[config.mk]
export PLATFORM = sky130hd
export DESIGN_NAME = ac_motor_gate_guard
export DESIGN_NICKNAME = d
export VERILOG_FILES = /design/src/rtl/ac_motor_gate_guard_pkg.sv /design/src/rtl/ac_motor_gate_guard_phase.sv /design/src/rtl/ac_motor_gate_guard.sv
export SDC_FILE = /design/constraint.sdc
export NUM_CORES = 1
export LEC_CHECK = 0
export CORE_ASPECT_RATIO = 0.5
export CORE_MARGIN = 5
export CORE_UTILIZATION = 30
export DETAILED_ROUTE_END_ITERATION = 10
export GPL_TIMING_DRIVEN = 0
export HOLD_SLACK_MARGIN = 0.08
export SLEW_MARGIN = 0
export SYNTH_ARGS = -nofsm -noshare
export SYNTH_HDL_FRONTEND = slang
export SYNTH_SLANG_ARGS = --single-unit
[constraint.sdc]
create_clock -name clk -period 5.9 [get_ports clk]
set_input_delay 1.18 -clock clk [delete_from_list [all_inputs] [get_ports clk]]
set_output_delay 1.18 -clock clk [all_outputs]
set_load 0.01 [all_outputs]
[src/rtl/ac_motor_gate_guard_pkg.sv]
// Shared definitions for the three-phase gate guard: state encoding and fault type codes.
package ac_motor_gate_guard_pkg;

   typedef enum logic [1:0] {
      StArm   = 2'd0,
      StRun   = 2'd1,
      StFault = 2'd2
   } state_e;

   localparam logic FaultDeadTime     = 1'b0;
   localparam logic FaultShootThrough = 1'b1;

endpackage

[src/rtl/ac_motor_gate_guard_phase.sv]
// One phase of the gate guard: off-time counter, edge detect and violation flags.
module ac_motor_gate_guard_phase #(
   parameter int unsigned DEAD_W = 11
) (
   input  logic              clk,
   input  logic              reset_n,
   input  logic              s_high,
   input  logic              s_low,
   input  logic [DEAD_W-1:0] min_dead,
   output logic              shoot,
   output logic              dead_viol
);

   localparam logic [DEAD_W-1:0] CntOne = {{(DEAD_W-1){1'b0}}, 1'b1};
   localparam logic [DEAD_W-1:0] CntMax = '1;

   logic [DEAD_W-1:0] off_cnt_q;
   logic              high_q;
   logic              low_q;
   logic              rise;

   always_ff @(posedge clk or negedge reset_n) begin
      if (!reset_n) begin
         off_cnt_q <= '0;
         high_q    <= 1'b0;
         low_q     <= 1'b0;
      end else begin
         high_q <= s_high;
         low_q  <= s_low;
         if (s_high || s_low) begin
            off_cnt_q <= '0;
         end else if (off_cnt_q != CntMax) begin
            off_cnt_q <= off_cnt_q + CntOne;
         end
      end
   end

   // off_cnt_q holds the all-off cycles before this one, so a direct
   // switch-over sees 0 here and is flagged whenever min_dead is non-zero.
   always_comb begin
      rise      = (s_high && !high_q) || (s_low && !low_q);
      shoot     = s_high && s_low;
      dead_viol = rise && (min_dead != '0) && (off_cnt_q < min_dead);
   end

endmodule

[src/rtl/ac_motor_gate_guard.sv]
// Three-phase gate drive guard: arms after a quiet period, forwards gate requests,
// and latches a fault on shoot-through or dead-time violation.
module ac_motor_gate_guard
   import ac_motor_gate_guard_pkg::*;
#(
   parameter int unsigned DEAD_W = 11
) (
   input  logic              clk,
   input  logic              reset_n,
   input  logic [2:0]        s_high,
   input  logic [2:0]        s_low,
   input  logic [DEAD_W-1:0] min_dead,
   input  logic              fault_clear,
   output logic [2:0]        g_high,
   output logic [2:0]        g_low,
   output logic              enable,
   output logic              fault,
   output logic [2:0]        fault_phase,
   output logic              fault_type
);

   localparam logic [DEAD_W-1:0] CntOne = {{(DEAD_W-1){1'b0}}, 1'b1};
   localparam logic [DEAD_W-1:0] CntMax = '1;

   state_e            state_q;
   logic [DEAD_W-1:0] arm_cnt_q;
   logic [2:0]        shoot;
   logic [2:0]        dead_viol;
   logic              any_viol;
   logic              all_low;

   for (genvar p = 0; p < 3; p++) begin : g_phase
      ac_motor_gate_guard_phase #(
         .DEAD_W (DEAD_W)
      ) u_phase (
         .clk       (clk),
         .reset_n   (reset_n),
         .s_high    (s_high[p]),
         .s_low     (s_low[p]),
         .min_dead  (min_dead),
         .shoot     (shoot[p]),
         .dead_viol (dead_viol[p])
      );
   end

   always_comb begin
      any_viol = |{shoot, dead_viol};
      all_low  = ~|{s_high, s_low};
   end

   always_ff @(posedge clk or negedge reset_n) begin
      if (!reset_n) begin
         state_q     <= StArm;
         arm_cnt_q   <= '0;
         g_high      <= 3'b000;
         g_low       <= 3'b000;
         enable      <= 1'b0;
         fault       <= 1'b0;
         fault_phase <= 3'b000;
         fault_type  <= FaultDeadTime;
      end else begin
         unique case (state_q)
            StArm: begin
               g_high <= 3'b000;
               g_low  <= 3'b000;
               enable <= 1'b0;
               if (!all_low) begin
                  arm_cnt_q <= '0;
               end else if (arm_cnt_q >= min_dead) begin
                  state_q   <= StRun;
                  enable    <= 1'b1;
                  arm_cnt_q <= '0;
               end else if (arm_cnt_q != CntMax) begin
                  arm_cnt_q <= arm_cnt_q + CntOne;
               end
            end
            StRun: begin
               if (any_viol) begin
                  state_q     <= StFault;
                  g_high      <= 3'b000;
                  g_low       <= 3'b000;
                  enable      <= 1'b0;
                  fault       <= 1'b1;
                  fault_phase <= shoot | dead_viol;
                  fault_type  <= (|shoot) ? FaultShootThrough : FaultDeadTime;
               end else begin
                  // Shoot-through counts as a violation, so both sides never pass together.
                  g_high <= s_high;
                  g_low  <= s_low;
                  enable <= 1'b1;
               end
            end
            StFault: begin
               g_high <= 3'b000;
               g_low  <= 3'b000;
               enable <= 1'b0;
               if (fault_clear && all_low) begin
                  state_q     <= StArm;
                  arm_cnt_q   <= '0;
                  fault       <= 1'b0;
                  fault_phase <= 3'b000;
                  fault_type  <= FaultDeadTime;
               end
            end
            default: begin
               state_q <= StArm;
               g_high  <= 3'b000;
               g_low   <= 3'b000;
               enable  <= 1'b0;
            end
         endcase
      end
   end

endmodule
# Yosys cells after proc, flatten, opt, wreduce, memory -nomap -nowiden
# Index checks and enable logic that the tools add are counted.
# W data, S select, Z words.
dict set report classes {
  n_eq_ne 11
  n_reduce_logical 42
  n_addsub 4
  bitwise_logic 1
  mux 33
  order_cmp 4
}
# op n
set op_table {}
lappend op_table {{$mux W11} 10}
lappend op_table {{$add A11 B1 Y11 const B} 4}
lappend op_table {{$ne A11 B11 Y1 const B} 4}
lappend op_table {{$lt A11 B11 Y1} 3}
lappend op_table {{$pmux W11 S2} 1}
lappend op_table {{$mux W3} 6}
lappend op_table {{$logic_and A1 B1 Y1} 16}
lappend op_table {{$reduce_or A6 Y1} 2}
lappend op_table {{$ge A11 B11 Y1} 1}
lappend op_table {{$reduce_bool A11 Y1} 1}
lappend op_table {{$reduce_bool A2 Y1} 5}
lappend op_table {{$mux W2} 4}
lappend op_table {{$ne A2 B2 Y1 const B} 4}
lappend op_table {{$logic_not A1 Y1} 7}
lappend op_table {{$mux W1} 7}
lappend op_table {{$logic_or A1 B1 Y1} 6}
lappend op_table {{$pmux W1 S2} 3}
lappend op_table {{$pmux W2 S3} 1}
lappend op_table {{$pmux W3 S2} 1}
lappend op_table {{$reduce_and A3 Y1} 2}
lappend op_table {{$ne A4 B4 Y1 const B} 1}
lappend op_table {{$reduce_and A4 Y1} 1}
lappend op_table {{$or A3 B3 Y3} 1}
lappend op_table {{$reduce_or A3 Y1} 1}
lappend op_table {{3 further kinds} 3}
dict set report word_totals {
  register_bits 64
  in_bits 20
}

# Longest topological paths before layout
dict set report depth {
  ltp_word 8
  ltp_mapped 9
}

# Hierarchy
# From an unflattened synthesis, not the netlist that was laid out.
dict set report unflattened {
  hier_cells 458
  area_unflattened_um2 4179.0
}
# module n_inst area_each_um2 cells_per_inst seq_area_each_um2
set modules_own_cells {}
lappend modules_own_cells {ac_motor_gate_guard_phase 3 905.9 99 325.3}
lappend modules_own_cells {ac_motor_gate_guard 1 1461.4 161 625.6}

# Worst setup path before layout
# No wires, ideal clock.
dict set report synth_timing {
  path_kind {input port to flip-flop}
  start {input min_dead[4]}
  end {register arm_cnt_q[1]}
  setup_time_ns 0.128
  required_time_ns 5.772
  n_path_buf 0
  path_stages 8
  setup_slack_ns 3.087
  arrival_time_ns 2.686
  path_cell_list {inv_1 -> ha_1 -> a211o_1 -> o211ai_2 -> o211ai_2 -> a211oi_4 -> a21boi_2 -> mux2_1}
}
dict set report synth_via {
  elab_chain_len 4
}
# element line_no
set synth_lines {}
lappend synth_lines {{start, declared} ac_motor_gate_guard.sv:12} ;# input logic [DEAD_W-1:0] min_dead,
lappend synth_lines {{$ge A11 B11 Y1 *} ac_motor_gate_guard.sv:69} ;# end else if (arm_cnt_q >= min_dead) begin
lappend synth_lines {{$mux W11} ac_motor_gate_guard.sv:69}
lappend synth_lines {{$mux W11} ac_motor_gate_guard.sv:67} ;# if (!all_low) begin
lappend synth_lines {{$pmux W11 S2} ac_motor_gate_guard.sv:62} ;# unique case (state_q)
lappend synth_lines {{end signal, assigned} ac_motor_gate_guard.sv:74} ;# arm_cnt_q <= arm_cnt_q + CntOne;
lappend synth_lines {{end, declared} ac_motor_gate_guard.sv:26} ;# logic [DEAD_W-1:0] arm_cnt_q;
# Every way passes the cells marked *; elsewhere a longest branch is shown, timed or not.
# A chain may end at the register's enable or synchronous reset.

# Worst setup path after layout
dict set report layout_timing {
  start {input min_dead[0]}
  end {register arm_cnt_q[4]}
}
# Same word-level chain as after synthesis.

==> flow_summary.json <==
{
  "status": "finished, final reports clean",
  "reg2regPathDepth": 9,
  "final_cell_mix": "dfrtp_1, nor2_1, ha_1",
  "vias": 3368,
  "nets": 541,
  "crit_end": "arm_cnt_q[4]",
  "start_util": 0.305,
  "max-slew-margin-rel": 0.435,
  "ir_drop_v": 0.000120,
  "grt-ovfl-total": 0,
  "gp_congestion": 0.777,
  "drtAntennaViolNets": 0,
  "grt_max_degree": 65,
  "viasPerCell": 5.13,
  "synth_edf_count": 0,
  "cts_resized": 0,
  "layout-drive-gt1-share": 0.0896,
  "synthArstFlopShare": 1.00,
  "powerDensity_nw_per_um2": 226,
  "grt_pass1_wl_um": 16800,
  "synth_cells": 434,
  "setup_violations": 0,
  "crit_type": "in -> reg",
  "timing.critical_path.to_type": "flip-flop",
  "period_share": 0.579,
  "critPathLaunch": "min_dead[0]",
  "dieArea_um2": 16300,
  "cts_hold_buf": 0,
  "design.core.area_um2": 13500,
  "setup_tns_ns": 0,
  "yosys_warnings": 0,
  "cts.htree.levels": 3,
  "drt_first_pass_iters": 4,
  "cts_buffer_depth": 2,
  "clock_sinks": 64,
  "r2r_slack_ns": 3.63,
  "die_w_um": 176,
  "ff_latch_area_um2": 1600,
  "netlist_area_um2": 4130,
  "hold_violations": 0,
  "synth_flop_cell": "dfrtp_1",
  "startpoint_type": "primary input",
  "antenna_cells": 0,
  "insertion_delay_ns": 0.32,
  "syn_nets": 499,
  "totalWireLength_um": 10100,
  "multi_input_area_um2": 2370,
  "cts_setup_buffers": 0,
  "avgRoutedWirePerCell_um": 15.4,
  "cts-root-buf": "clkbuf_16",
  "layout_commonest_cell": "dfrtp_1",
  "skew_ns": 0.00429,
  "ys_types": 61,
  "r2r_end": "arm_cnt_q[4]",
  "clkSlewWorstSetupHoldPaths_ns": 0.05,
  "arrival_ns": 3.65,
  "rsz0062_at_grt": "false",
  "yosysSeqAreaShare": 0.388,
  "dp_hpwl_um": 7410,
  "synth.avg_cell_area_um2": 9.51,
  "drc": 0,
  "antenna_found_initial": 0,
  "area_growth_syn_to_layout_pct": 19.4,
  "hold_class": "reg -> reg",
  "ys_seq_elements": 64,
  "cts_tree": "built",
  "fmax_mhz": 293,
  "critPathRequiredTime_ns": 6.14,
  "fill_cells": 1351,
  "rr_startpoint": "arm_cnt_q[0]",
  "holdWs_ns": 0.553,
  "drt_iter0_markers": 187,
  "row_count": 30,
  "worst_slew_pin_slew_ns": 0.847,
  "ios": 32,
  "dieHeight_um": 92.9,
  "numCtsBuffers": 9,
  "maxCapViolCount": 0,
  "path_max_fanout": 10,
  "port_buffers": 31,
  "min_period_ns": 3.41,
  "track_usage": 0.130,
  "leakage_uw": 0.00218,
  "drv_slew": 0,
  "grt_pass1_vias": 3360
}
==> cells in the mapped netlist, types with 2 or more instances <==
library cell	instances	area share
o211ai_1	3	0.0055
a21oi_1	25	0.030
o22ai_1	2	0.0030
inv_1	31	0.028
o221ai_1	7	0.015
nand4_1	14	0.021
nor2_1	49	0.045
nor4_1	2	0.0030
nor3_1	8	0.0097
and3_1	7	0.011
or3_1	3	0.0046
o21ai_1	3	0.0036
a31oi_1	4	0.0061
and4_1	2	0.0042
nand4b_1	3	0.0064
a211oi_1	6	0.011
xnor2_1	3	0.0064
o211ai_2	2	0.0061
nor4_4	2	0.010
nand4_2	2	0.0061
nor4b_2	2	0.0073
mux2_2	2	0.0055
nand3_1	19	0.023
mux2i_1	3	0.0073
ha_1	45	0.14
o22ai_2	2	0.0061
xor2_1	16	0.034
clkbuf_1	4	0.0036
o32a_1	2	0.0049
o21ai_0	20	0.024
o41ai_1	2	0.0042
nand2_1	39	0.035
nor2b_1	4	0.0061
dfrtp_1	64	0.39
nand2b_1	5	0.0076
buf_2	2	0.0024
==> worst max-delay path, stage by stage <==
cell	delay [ns]
clkdlybuf4s50_1	0.71
ha_1	0.30
nand2b_1	0.16
a211oi_2	0.26
o211ai_2	0.15
a211oi_4	0.35
buf_2	0.30
nand4_1	0.15
o221ai_2	0.09
==> state kept, by name, indices dropped and copies added (netlist names) <==
name and cells:
g_phase.u_phase.low_q 3, g_high 3, g_low 3, fault 1, fault_type 1, enable 1, g_phase.u_phase.high_q 3, fault_phase 3
g_phase.u_phase.off_cnt_q 33, arm_cnt_q 11, state_q 2
==> cells by family after synthesis <==
| kind of cell | synth area share |
|---|---|
| AND/OR/NAND/NOR | 0.221 |
| buffers and inverters | 0.0370 |
| AO/OA/AOI/OAI | 0.162 |
| XOR/XNOR | 0.0403 |
| multiplexers | 0.0155 |
| adder cells (fa/ha/maj) | 0.136 |
| flip-flops | 0.388 |
==> metrics by stage <==
| stage | setup slack (ns) | std cells | util | total power [uW] | area [um^2] |
|---|---|---|---|---|---|
| 6_report | 2.49 | 656 | 0.365 | 1110 | 4930 |
| 5_1_grt | 2.37 | 656 | 0.365 | 1170 | 4930 |
| 4_1_cts | 2.50 | 656 | 0.365 | 1130 | 4930 |
| 3_5_place_dp | 2.17 | 641 | 0.344 | 630 | 4650 |
| 3_3_place_gp | 1.36 | 641 | 0.345 | 629 | 4660 |
| 2_1_floorplan | 3.09 | 434 | - | 557 | 4130 |
==> final cells by class <==
type / count / area share
Clock buffer: 12 / 0.0521
Inverter: 31 / 0.0236
Clock inverter: 3 / 0.00356
Buffer: 7 / 0.00736
Multi-Input combinational cell: 332 / 0.481
Sequential cell: 64 / 0.325
Tap cell: 176 / 0.0447
Timing Repair Buffer: 31 / 0.0625
==> power by group <==
| group | total, uW | switching (uW) | internal [uW] | leakage, uW |
|---|---|---|---|---|
| clock | 494 | 191 | 303 | 0.000134 |
| combinational | 151 | 82.6 | 68.1 | 0.00117 |
| sequential | 470 | 13.9 | 456 | 0.000872 |
| total | 1110 | 287 | 828 | 0.00218 |
==> worst min path at each step <==
stage,slack (ns),endpoint,cells after the start,start
detailed placement,0.54,arm_cnt_q[10],2,arm_cnt_q[10]
global route,0.58,arm_cnt_q[1],1,arm_cnt_q[1]
floorplan,0.51,arm_cnt_q[1],1,arm_cnt_q[1]
finish,0.55,arm_cnt_q[10],2,arm_cnt_q[10]
CTS,0.55,arm_cnt_q[10],2,arm_cnt_q[10]
global placement,0.54,arm_cnt_q[10],2,arm_cnt_q[10]
==> per-layer routing <==
metal / wire length [um] / up-vias / track usage / share of wire
met4: 78 / 0 / 0.0383 / 0.0077
met5: 0 / - / 0 / 0
met1: 5020 / 1615 / 0.173 / 0.50
met2: 4590 / 68 / 0.209 / 0.45
met3: 411 / 7 / 0.0343 / 0.041
li1: - / 1678 / - / -
(Power assumes the default switching activity.)
